**config.mk**
```make
export PLATFORM = sky130hd
export DESIGN_NAME = control
export DESIGN_NICKNAME = d
export VERILOG_FILES = /design/src/rtl/control_pkg.sv /design/src/rtl/control.sv
export SDC_FILE = /design/constraint.sdc
export NUM_CORES = 1
export LEC_CHECK = 0
export CAP_MARGIN = 15
export CORE_UTILIZATION = 35
export DETAILED_ROUTE_END_ITERATION = 12
export GPL_TIMING_DRIVEN = 1
export PLACE_DENSITY = 0.81
export SLEW_MARGIN = 40
export SYNTH_ARGS = -nofsm -noshare
export SYNTH_HDL_FRONTEND = slang
export SYNTH_SLANG_ARGS = --single-unit
```
**constraint.sdc**
```tcl
create_clock -name clk -period 1.9 [get_ports clk]
set_input_delay 0.38 -clock clk [delete_from_list [all_inputs] [get_ports clk]]
set_output_delay 0.38 -clock clk [all_outputs]
set_load 0.01 [all_outputs]
```
**src/rtl/control_pkg.sv**
```systemverilog
// Shared RV32I types for the multicycle control FSM: opcodes, funct3
// encodings, ALU/CMP operations, datapath mux selects, FSM states and a
// bundle of every control output plus helpers that build it.
package control_pkg;

  typedef enum logic [6:0] {
    op_lui   = 7'b0110111,
    op_auipc = 7'b0010111,
    op_jal   = 7'b1101111,
    op_jalr  = 7'b1100111,
    op_br    = 7'b1100011,
    op_load  = 7'b0000011,
    op_store = 7'b0100011,
    op_imm   = 7'b0010011,
    op_reg   = 7'b0110011,
    op_csr   = 7'b1110011
  } rv32i_opcode;

  typedef enum logic [2:0] {
    alu_add = 3'b000,
    alu_sll = 3'b001,
    alu_sra = 3'b010,
    alu_sub = 3'b011,
    alu_xor = 3'b100,
    alu_srl = 3'b101,
    alu_or  = 3'b110,
    alu_and = 3'b111
  } alu_ops;

  typedef enum logic [2:0] {
    beq  = 3'b000,
    bne  = 3'b001,
    blt  = 3'b100,
    bge  = 3'b101,
    bltu = 3'b110,
    bgeu = 3'b111
  } branch_funct3_t;

  typedef enum logic [2:0] {
    load_lb  = 3'b000,
    load_lh  = 3'b001,
    load_lw  = 3'b010,
    load_lbu = 3'b100,
    load_lhu = 3'b101
  } load_funct3_t;

  typedef enum logic [2:0] {
    store_sb = 3'b000,
    store_sh = 3'b001,
    store_sw = 3'b010
  } store_funct3_t;

  typedef enum logic [2:0] {
    arith_add  = 3'b000,
    arith_sll  = 3'b001,
    arith_slt  = 3'b010,
    arith_sltu = 3'b011,
    arith_xor  = 3'b100,
    arith_sr   = 3'b101,
    arith_or   = 3'b110,
    arith_and  = 3'b111
  } arith_funct3_t;

  typedef enum logic [1:0] {
    pcmux_pc_plus4 = 2'd0,
    pcmux_alu_out  = 2'd1,
    pcmux_alu_mod2 = 2'd2
  } pcmux_sel_t;

  typedef enum logic {
    alumux1_rs1_out = 1'b0,
    alumux1_pc_out  = 1'b1
  } alumux1_sel_t;

  typedef enum logic [2:0] {
    alumux2_i_imm   = 3'd0,
    alumux2_u_imm   = 3'd1,
    alumux2_b_imm   = 3'd2,
    alumux2_s_imm   = 3'd3,
    alumux2_j_imm   = 3'd4,
    alumux2_rs2_out = 3'd5
  } alumux2_sel_t;

  typedef enum logic [3:0] {
    regfilemux_alu_out  = 4'd0,
    regfilemux_br_en    = 4'd1,
    regfilemux_u_imm    = 4'd2,
    regfilemux_lw       = 4'd3,
    regfilemux_pc_plus4 = 4'd4,
    regfilemux_lb       = 4'd5,
    regfilemux_lbu      = 4'd6,
    regfilemux_lh       = 4'd7,
    regfilemux_lhu      = 4'd8
  } regfilemux_sel_t;

  typedef enum logic {
    marmux_pc_out  = 1'b0,
    marmux_alu_out = 1'b1
  } marmux_sel_t;

  typedef enum logic {
    cmpmux_rs2_out = 1'b0,
    cmpmux_i_imm   = 1'b1
  } cmpmux_sel_t;

  typedef enum logic [3:0] {
    FETCH1, FETCH2, FETCH3, DECODE,
    LUI, AUIPC, IMM, REG, BR, JAL, JALR,
    CALC_ADDR, LD1, LD2, ST1, ST2
  } state_t;

  // Every control output of the FSM, so decode can be written as
  // "start from defaults, then override".
  typedef struct packed {
    logic            load_pc;
    logic            load_ir;
    logic            load_regfile;
    logic            load_mar;
    logic            load_mdr;
    logic            load_data_out;
    pcmux_sel_t      pcmux_sel;
    alumux1_sel_t    alumux1_sel;
    alumux2_sel_t    alumux2_sel;
    regfilemux_sel_t regfilemux_sel;
    marmux_sel_t     marmux_sel;
    cmpmux_sel_t     cmpmux_sel;
    alu_ops          aluop;
    branch_funct3_t  cmpop;
    logic [3:0]      mem_byte_enable;
    logic            mem_read;
    logic            mem_write;
  } ctrl_t;

  function automatic ctrl_t set_defaults(input logic [2:0] f3);
    ctrl_t c;
    c.load_pc         = 1'b0;
    c.load_ir         = 1'b0;
    c.load_regfile    = 1'b0;
    c.load_mar        = 1'b0;
    c.load_mdr        = 1'b0;
    c.load_data_out   = 1'b0;
    c.pcmux_sel       = pcmux_pc_plus4;
    c.alumux1_sel     = alumux1_rs1_out;
    c.alumux2_sel     = alumux2_i_imm;
    c.regfilemux_sel  = regfilemux_alu_out;
    c.marmux_sel      = marmux_pc_out;
    c.cmpmux_sel      = cmpmux_rs2_out;
    c.aluop           = alu_ops'(f3);
    c.cmpop           = branch_funct3_t'(f3);
    c.mem_byte_enable = 4'b1111;
    c.mem_read        = 1'b0;
    c.mem_write       = 1'b0;
    return c;
  endfunction

  function automatic ctrl_t with_load_regfile(input ctrl_t c, input regfilemux_sel_t sel);
    ctrl_t r;
    r                = c;
    r.load_regfile   = 1'b1;
    r.regfilemux_sel = sel;
    return r;
  endfunction

  function automatic ctrl_t with_load_pc(input ctrl_t c, input pcmux_sel_t sel);
    ctrl_t r;
    r           = c;
    r.load_pc   = 1'b1;
    r.pcmux_sel = sel;
    return r;
  endfunction

  // Byte lanes for a store; sub-word stores shift by the low address bits.
  function automatic logic [3:0] store_byte_enable(input logic [2:0] f3, input logic [1:0] align);
    logic [3:0] be;
    case (store_funct3_t'(f3))
      store_sb: be = 4'b0001 << align;
      store_sh: be = 4'b0011 << align;
      default:  be = 4'b1111;
    endcase
    return be;
  endfunction

endpackage

```
**src/rtl/control.sv**
```systemverilog
// Multicycle RV32I control FSM. Sequences the datapath (PC, IR, MAR, MDR,
// regfile, ALU, CMP) and runs the fetch/load/store memory handshake.
// Ports:
//   clk, rst                  clock and synchronous active-high reset
//   opcode, funct3, funct7    decoded IR fields
//   br_en                     CMP result
//   rs1, rs2                  IR source fields (monitor only, unused here)
//   mem_align                 MAR[1:0], selects store byte lanes
//   mem_resp                  one-cycle memory completion pulse
//   load_*                    datapath register loads
//   *mux_sel, aluop, cmpop    datapath selects and operations
//   mem_byte_enable           store byte lanes
//   mem_read, mem_write       memory requests, held until mem_resp
module control
  import control_pkg::*;
(
  input  logic            clk,
  input  logic            rst,
  input  logic [6:0]      opcode,
  input  logic [2:0]      funct3,
  input  logic [6:0]      funct7,
  input  logic            br_en,
  input  logic [4:0]      rs1,
  input  logic [4:0]      rs2,
  input  logic [1:0]      mem_align,
  input  logic            mem_resp,
  output logic            load_pc,
  output logic            load_ir,
  output logic            load_regfile,
  output logic            load_mar,
  output logic            load_mdr,
  output logic            load_data_out,
  output pcmux_sel_t      pcmux_sel,
  output alumux1_sel_t    alumux1_sel,
  output alumux2_sel_t    alumux2_sel,
  output regfilemux_sel_t regfilemux_sel,
  output marmux_sel_t     marmux_sel,
  output cmpmux_sel_t     cmpmux_sel,
  output alu_ops          aluop,
  output branch_funct3_t  cmpop,
  output logic [3:0]      mem_byte_enable,
  output logic            mem_read,
  output logic            mem_write
);

  state_t state_q, state_d;
  ctrl_t  ctrl;

  // Source register indices are carried for debug visibility only.
  logic unused_inputs;
  assign unused_inputs = ^{rs1, rs2, funct7[6], funct7[4:0]};

  always_ff @(posedge clk) begin
    if (rst) state_q <= FETCH1;
    else     state_q <= state_d;
  end

  always_comb begin
    state_d = state_q;
    ctrl    = set_defaults(funct3);

    case (state_q)
      FETCH1: begin
        ctrl.load_mar   = 1'b1;
        ctrl.marmux_sel = marmux_pc_out;
        state_d         = FETCH2;
      end

      FETCH2: begin
        ctrl.mem_read = 1'b1;
        ctrl.load_mdr = 1'b1;
        if (mem_resp) state_d = FETCH3;
      end

      FETCH3: begin
        ctrl.load_ir = 1'b1;
        state_d      = DECODE;
      end

      DECODE: begin
        case (rv32i_opcode'(opcode))
          op_lui:   state_d = LUI;
          op_auipc: state_d = AUIPC;
          op_jal:   state_d = JAL;
          op_jalr:  state_d = JALR;
          op_br:    state_d = BR;
          op_load:  state_d = CALC_ADDR;
          op_store: state_d = CALC_ADDR;
          op_imm:   state_d = IMM;
          op_reg:   state_d = REG;
          default: begin
            // Unknown opcodes retire as a NOP; this is the only place the
            // PC can step past them, so it is loaded here.
            ctrl    = with_load_pc(ctrl, pcmux_pc_plus4);
            state_d = FETCH1;
          end
        endcase
      end

      LUI: begin
        ctrl    = with_load_regfile(ctrl, regfilemux_u_imm);
        ctrl    = with_load_pc(ctrl, pcmux_pc_plus4);
        state_d = FETCH1;
      end

      AUIPC: begin
        ctrl.alumux1_sel = alumux1_pc_out;
        ctrl.alumux2_sel = alumux2_u_imm;
        ctrl.aluop       = alu_add;
        ctrl             = with_load_regfile(ctrl, regfilemux_alu_out);
        ctrl             = with_load_pc(ctrl, pcmux_pc_plus4);
        state_d          = FETCH1;
      end

      IMM: begin
        case (arith_funct3_t'(funct3))
          arith_slt: begin
            ctrl.cmpmux_sel = cmpmux_i_imm;
            ctrl.cmpop      = blt;
            ctrl            = with_load_regfile(ctrl, regfilemux_br_en);
          end
          arith_sltu: begin
            ctrl.cmpmux_sel = cmpmux_i_imm;
            ctrl.cmpop      = bltu;
            ctrl            = with_load_regfile(ctrl, regfilemux_br_en);
          end
          arith_sr: begin
            ctrl.aluop = funct7[5] ? alu_sra : alu_srl;
            ctrl       = with_load_regfile(ctrl, regfilemux_alu_out);
          end
          default: ctrl = with_load_regfile(ctrl, regfilemux_alu_out);
        endcase
        ctrl    = with_load_pc(ctrl, pcmux_pc_plus4);
        state_d = FETCH1;
      end

      REG: begin
        ctrl.alumux2_sel = alumux2_rs2_out;
        case (arith_funct3_t'(funct3))
          arith_add: begin
            ctrl.aluop = funct7[5] ? alu_sub : alu_add;
            ctrl       = with_load_regfile(ctrl, regfilemux_alu_out);
          end
          arith_sr: begin
            ctrl.aluop = funct7[5] ? alu_sra : alu_srl;
            ctrl       = with_load_regfile(ctrl, regfilemux_alu_out);
          end
          arith_slt: begin
            ctrl.cmpmux_sel = cmpmux_rs2_out;
            ctrl.cmpop      = blt;
            ctrl            = with_load_regfile(ctrl, regfilemux_br_en);
          end
          arith_sltu: begin
            ctrl.cmpmux_sel = cmpmux_rs2_out;
            ctrl.cmpop      = bltu;
            ctrl            = with_load_regfile(ctrl, regfilemux_br_en);
          end
          default: ctrl = with_load_regfile(ctrl, regfilemux_alu_out);
        endcase
        ctrl    = with_load_pc(ctrl, pcmux_pc_plus4);
        state_d = FETCH1;
      end

      BR: begin
        ctrl.alumux1_sel = alumux1_pc_out;
        ctrl.alumux2_sel = alumux2_b_imm;
        ctrl.aluop       = alu_add;
        ctrl             = with_load_pc(ctrl, br_en ? pcmux_alu_out : pcmux_pc_plus4);
        state_d          = FETCH1;
      end

      // Jump funct3 bits are immediate bits for JAL, so the add is forced.
      JAL: begin
        ctrl.alumux1_sel = alumux1_pc_out;
        ctrl.alumux2_sel = alumux2_j_imm;
        ctrl.aluop       = alu_add;
        ctrl             = with_load_regfile(ctrl, regfilemux_pc_plus4);
        ctrl             = with_load_pc(ctrl, pcmux_alu_mod2);
        state_d          = FETCH1;
      end

      // Regfile and PC load on the same edge, so rd == rs1 still sees the
      // old rs1 in the target computation.
      JALR: begin
        ctrl.alumux2_sel = alumux2_i_imm;
        ctrl.aluop       = alu_add;
        ctrl             = with_load_regfile(ctrl, regfilemux_pc_plus4);
        ctrl             = with_load_pc(ctrl, pcmux_alu_mod2);
        state_d          = FETCH1;
      end

      CALC_ADDR: begin
        ctrl.marmux_sel = marmux_alu_out;
        ctrl.aluop      = alu_add;
        ctrl.load_mar   = 1'b1;
        if (rv32i_opcode'(opcode) == op_store) begin
          ctrl.alumux2_sel     = alumux2_s_imm;
          ctrl.load_data_out   = 1'b1;
          ctrl.mem_byte_enable = store_byte_enable(funct3, mem_align);
          state_d              = ST1;
        end else begin
          ctrl.alumux2_sel = alumux2_i_imm;
          state_d          = LD1;
        end
      end

      LD1: begin
        ctrl.mem_read = 1'b1;
        ctrl.load_mdr = 1'b1;
        if (mem_resp) state_d = LD2;
      end

      LD2: begin
        case (load_funct3_t'(funct3))
          load_lb:  ctrl = with_load_regfile(ctrl, regfilemux_lb);
          load_lh:  ctrl = with_load_regfile(ctrl, regfilemux_lh);
          load_lbu: ctrl = with_load_regfile(ctrl, regfilemux_lbu);
          load_lhu: ctrl = with_load_regfile(ctrl, regfilemux_lhu);
          default:  ctrl = with_load_regfile(ctrl, regfilemux_lw);
        endcase
        ctrl    = with_load_pc(ctrl, pcmux_pc_plus4);
        state_d = FETCH1;
      end

      ST1: begin
        ctrl.mem_write       = 1'b1;
        ctrl.mem_byte_enable = store_byte_enable(funct3, mem_align);
        if (mem_resp) state_d = ST2;
      end

      ST2: begin
        ctrl    = with_load_pc(ctrl, pcmux_pc_plus4);
        state_d = FETCH1;
      end

      default: state_d = FETCH1;
    endcase

    // Reset forces quiet outputs immediately so an in-flight request drops
    // in the same cycle.
    if (rst) begin
      ctrl    = set_defaults(funct3);
      state_d = FETCH1;
    end
  end

  assign load_pc         = ctrl.load_pc;
  assign load_ir         = ctrl.load_ir;
  assign load_regfile    = ctrl.load_regfile;
  assign load_mar        = ctrl.load_mar;
  assign load_mdr        = ctrl.load_mdr;
  assign load_data_out   = ctrl.load_data_out;
  assign pcmux_sel       = ctrl.pcmux_sel;
  assign alumux1_sel     = ctrl.alumux1_sel;
  assign alumux2_sel     = ctrl.alumux2_sel;
  assign regfilemux_sel  = ctrl.regfilemux_sel;
  assign marmux_sel      = ctrl.marmux_sel;
  assign cmpmux_sel      = ctrl.cmpmux_sel;
  assign aluop           = ctrl.aluop;
  assign cmpop           = ctrl.cmpop;
  assign mem_byte_enable = ctrl.mem_byte_enable;
  assign mem_read        = ctrl.mem_read;
  assign mem_write       = ctrl.mem_write;

endmodule

```
==> results.ini, run 1 <==
[placement]
gp_congestion=0.9151
hpwl_mm=2.753
io_buffer_count=46
placed_area_um2=1639

[worst_setup_path]
timing.rr.end=state_q[1]
cp_max_fo=3
cp-endpoint=mem_byte_enable[2]
endpoint_kind=output pin
rrSetupSlack_ns=0.35
worstSetupStartpoint=opcode[6]
worst-r2r-cell-count=7
timing.rr.start=state_q[2]
arrival_ns=1.67
cp-start-kind=input pin
path_cells=buf_6 -> and4bb_2 -> nand4_4 -> a2111oi_4 -> buf_4 -> o211ai_1 -> buf_2
cpMaxStageDelayCell=and4bb_2
required_ns=1.52
cp_slowest_stage_delay_ns=0.34
crit_type=in -> out

[sta]
holdWs_ns=0.6382
skew_ns=0.003865
max_freq_mhz=488.0
setup_violations=9
fin_crit_sh=1.079
worstMarginPinSlew_ns=0.3295
layout_setup_ws_ns=-0.1494
slew_viol_final=0
rsz0062_at_grt=true
relSlewSlack=0.7803
fin_crit_ns=2.049
hold_violations=0

[die]
dieHeight_um=53.26
core-area_um2=2477
placementRows=18
die_w_um=53.26
io_pins=63
initial_utilization=0.3712
die_area_um2=2837

[status]
violations=negative setup slack
outcome=complete, but fails checks

[synth]
syn_nets=179
synth_top_cell_area_share=0.08707
synth_ff_type=dfxtp_1
avgSynthCellArea_um2=6.299
synth_edf_count=0
ys_top_cells_by_area=dfxtp_1 8.7%, nor2_1 8.2%, a21oi_1 7.1%
syn_area_um2=919.6
synthMostInstantiatedCell=nor2_1
synthCells=146
ys_types=50
ys_ff_latch=4
synth_common_cells=20 x nor2_1, 13 x a21oi_1, 10 x nand2_1, 8 x nor3_1, 8 x o21ai_0
async_flop_share=0
ys_seq_area_frac=0.08707
synth.largest_area_cell=dfxtp_1
yosys_warnings=0

[pwr]
p_leak_nw=0.8542
p_per_area_nw_per_um2=230.0
ir_drop_uv=279.0
finalPower_w=0.0004391

[finish]
ff_latch_area_um2=95.09
area_growth_syn_to_layout_pct=107.6
final_nets=275
fin_area_um2=1909
largest_reg_flops=4
largest_register=state_q
top_regs=state_q: 4 flops
fill_cells=168
multiInputGateArea_um2=957.2
antenna_cells=0
drive_gt1_frac=0.5625

[hold_path]
hold_path.class=in -> reg

[clock_tree]
cts_tree=done
clock_path_buffers=2
clockRootBuffer=clkbuf_4
clk_latency_ns=0.23
cts_sinks=4
cts_hold_buf=0
htree_levels=1
cts_buffers=3
clkTransAtPathRegs_ns=0.03

[global_routing]
grt_usage=0.3158
grt_max_degree=11
grt_pass1_wl_mm=6.589
grt_pass1_vias=1478
antenna_found_initial=0
overflow=0

[detailed_routing]
dr.first_iter.drc_count=88
routedWlPerCell_um=17.61
drc_errors=0
routed_wl_mm=4.754
viasPerCell=6.033
vias=1629
firstDrtPassIters=5
ant_nets=0

[run]
max-cap-violations=0

## logic make-up (layout without fill, tap and decap cells)
| family | after synthesis | after routing | share of synthesized area |
|---|---|---|---|
| flip-flops | 4 | 4 | 0.08708 |
| XOR/XNOR | 1 | 1 | 0.009526 |
| AND/OR/NAND/NOR | 79 | 79 | 0.4844 |
| buffers and inverters | 16 | 110 | 0.07754 |
| AO/OA/AOI/OAI | 46 | 46 | 0.3415 |
## critical path: cells and delay by family
family                 cells  cell delay, ns
buffers and inverters      3            0.40
AOI/OAI and AO/OA          2            0.42
and+or+nand+nor            2            0.45
## repair_timing
item                                    CTS  global route
endpoints found under the setup margin   30            23
gates resized for setup                 172            39
pin swaps                                10            14
setup buffers                            14             7
## metrics by stage
step                      utilization  cells  setup WS (ns)  setup TNS, ns
final                          0.7707    270        -0.1494        -0.5898
after global routing           0.7707    270        -0.2291         -1.418
after CTS                      0.7212    263        -0.2027        -0.6231
after detailed placement       0.6616    247        -0.8795         -16.48
after global placement         0.6616    247        -0.7939         -15.29
after floorplan                     -    146         0.1308              0
## layout by cell type, fill, tap and decap left out, types with 3 or more instances in the layout
cell type,count
a21oi_1,10
a31oi_1,3
buf_2,26
buf_4,46
buf_6,11
clkbuf_2,4
clkbuf_4,3
clkdlybuf4s50_1,4
dfxtp_4,4
dlygate4sd2_1,7
inv_1,3
nand2_1,10
nand2b_1,5
nor2_1,15
nor2_2,3
nor2_4,3
nor2b_4,4
nor3_1,5
o21ai_0,4
o21ai_1,5
## cell type report
class | instances | share of cell area
multi-input combinational | 126 | 0.5013
timing repair buffer | 103 | 0.4096
sequential | 4 | 0.04980
tap | 30 | 0.01966
clock buffer | 3 | 0.01180
inverter | 4 | 0.007864
## power breakdown
group,internal (W),switching (W)
clock,0.0000705,0.0000324
sequential,0.0000830,0.00000376
combinational,0.000123,0.000127
## worst min-delay path by stage
| stage | end | cells after the start | slack, ns | from |
|---|---|---|---|---|
| 2_1_floorplan | state_q[3] | 3 | 0.57 | opcode[4] |
| 3_3_place_gp | state_q[1] | 3 | 0.69 | state_q[1] |
| 3_5_place_dp | state_q[1] | 3 | 0.71 | state_q[1] |
| 4_1_cts | state_q[3] | 3 | 0.68 | opcode[0] |
| 5_1_grt | state_q[3] | 5 | 0.65 | opcode[2] |
| 6_report | state_q[3] | 5 | 0.64 | opcode[2] |
## per-layer routing
metal / up-vias / global-route usage / wire, um / part of all wire
met5: - / 0 / 0 / 0
met4: 0 / 0.1842 / 172 / 0.036
met3: 21 / 0.06897 / 448 / 0.094
met2: 127 / 0.5500 / 2408 / 0.51
met1: 758 / 0.3441 / 1725 / 0.36
li1: 723 / - / - / -
(Power assumes the default switching activity.)
==> inputs of run 2 (changes only) <==
- GPL_TIMING_DRIVEN: 1 -> default
==> results of run 2 <==
No change in the layout: final DEF, timing and power equal those of run 1.
==> inputs of run 3 (changes only) <==
- TNS_END_PERCENT: default -> 100
- clock period: 1.9 -> 2.07 ns (I/O delays scaled with it)
==> run 3 against run 2 <==
The flow still finishes with violations (negative setup slack). Critical path depth is the same. Routed wire length fell by 10%. Total power down 11%. Largest cell class unchanged.
==> results.ini, run 3 (synthesized netlist as in run 1, its figures left out) <==
[worst_setup_path]
required_ns=1.66
endpoint_kind=output pin
cp_max_fo=3
cp-start-kind=input pin
crit_type=in -> out
arrival_ns=1.70

[detailed_routing]
firstDrtPassIters=4
vias=1517
ant_nets=0
drc_errors=0
viasPerCell=5.619
routed_wl_mm=4.280
dr.first_iter.drc_count=37
routedWlPerCell_um=15.85

[clock_tree]
cts_tree=done
clockRootBuffer=clkbuf_4
clk_latency_ns=0.23
clock_path_buffers=2
htree_levels=1
cts_buffers=3
clkTransAtPathRegs_ns=0.04
cts_sinks=4
cts_hold_buf=0

[die]
die_w_um=53.26
core-area_um2=2477
placementRows=18
die_area_um2=2837
initial_utilization=0.3712
io_pins=63
dieHeight_um=53.26

[global_routing]
grt_pass1_wl_mm=6.348
antenna_found_initial=0
grt_pass1_vias=1413
grt_usage=0.2984
grt_max_degree=15
overflow=0

[finish]
antenna_cells=0
drive_gt1_frac=0.4708
largest_register=state_q
fin_cells=270
top_regs=state_q: 4 flops
largest_reg_flops=4
final_cell_mix=50 x buf_4, 17 x nor2_1, 15 x buf_2
fill_cells=193
final_common_cell=buf_4
final_nets=275
area_growth_syn_to_layout_pct=98.37

[sta]
skew_ns=0.003385
slew_viol_final=0
worstMarginPinSlew_ns=0.3138
hold_violations=0
fin_crit_sh=1.020
relSlewSlack=0.7886
setup_violations=4
max_freq_mhz=473.7
layout_setup_ws_ns=-0.04121
rsz0062_at_grt=true
fin_crit_ns=2.111

[pwr]
p_leak_nw=0.8644
power.switching_w=0.0001398
combPwrFrac=0.550
power_frac_seq=0.206
p_per_area_nw_per_um2=215.2
ir_drop_uv=245.1
p_int_w=0.0002529
finalPower_w=0.0003927
clkPwrFrac=0.244
p_sw_frac=0.3560

[run]
max-cap-violations=0

[placement]
hpwl_mm=2.643
dp.cells=246
post-place-ws_ns=-0.7372
gp_congestion=0.9178
io_buffer_count=46

[status]
violations=negative setup slack
outcome=complete, but fails checks

[hold_path]
hold_path.class=reg -> reg

[run 3: metal layers]
metal / vias to the layer above / global-route usage / routed length (um)
met4: 0 / 0.1228 / 105
met1: 709 / 0.3621 / 1781
met5: - / 0 / 0
met3: 14 / 0.04023 / 297
met2: 67 / 0.5167 / 2096
li1: 727 / - / -
[run 3: final timing paths]
check / start / endpoint / slack, ns / cells past startpoint
hold / removal: state_q[1] / state_q[1] / 0.67 / 3
setup reg to reg: state_q[0] / state_q[1] / 0.70 / 6
setup / recovery: opcode[6] / mem_byte_enable[2] / -0.04 / 7
hold reg to reg: state_q[1] / state_q[1] / 0.67 / 3
[run 3: power groups by stage]
stage          combinational, W  clock (W)  sequential, W
2_1_floorplan         0.0000782          0      0.0000836
5_1_grt                0.000230   0.000104      0.0000814
6_report               0.000216  0.0000956      0.0000809
3_5_place_dp           0.000185          0      0.0000836
4_1_cts                0.000203   0.000102      0.0000826
3_3_place_gp           0.000179          0      0.0000834
[run 3: area by class of cell]
type	count	area [um^2]	share of cell area
clock buffers	3	22.52	0.01235
inverters	4	15.01	0.008230
multi-input cells	126	862.1	0.4726
flip-flops and latches	4	90.09	0.04938
well taps	30	37.54	0.02058
repair buffers	103	797.0	0.4369
[run 3: critical path, stage by stage]
cell and delay [ns]:
buf_6 0.09, and4bb_2 0.36, nand4_4 0.11, a2111oi_4 0.32, buf_4 0.17, o211ai_1 0.08
buf_2 0.15
[run 3: repair_timing]
item                       4_1_cts  5_1_grt
buffers inserted                17        3
pin swaps                        5        6
setup endpoints to repair       30       26
cloned                           0        1
resized for setup              119       29
[run 3: metrics by stage]
| step | instance area (um^2) | util | TNS, ns | hold slack, ns |
|---|---|---|---|---|
| finish | 1824 | 0.7364 | -0.07298 | 0.6659 |
| global route | 1824 | 0.7364 | -0.4285 | 0.6995 |
| CTS | 1785 | 0.7207 | -0.2851 | 0.6553 |
| detailed placement | 1632 | 0.6586 | -13.14 | 0.7119 |
| global placement | 1632 | 0.6586 | -12.18 | 0.6839 |
| floorplan | 919.6 | - | 0 | 0.6090 |
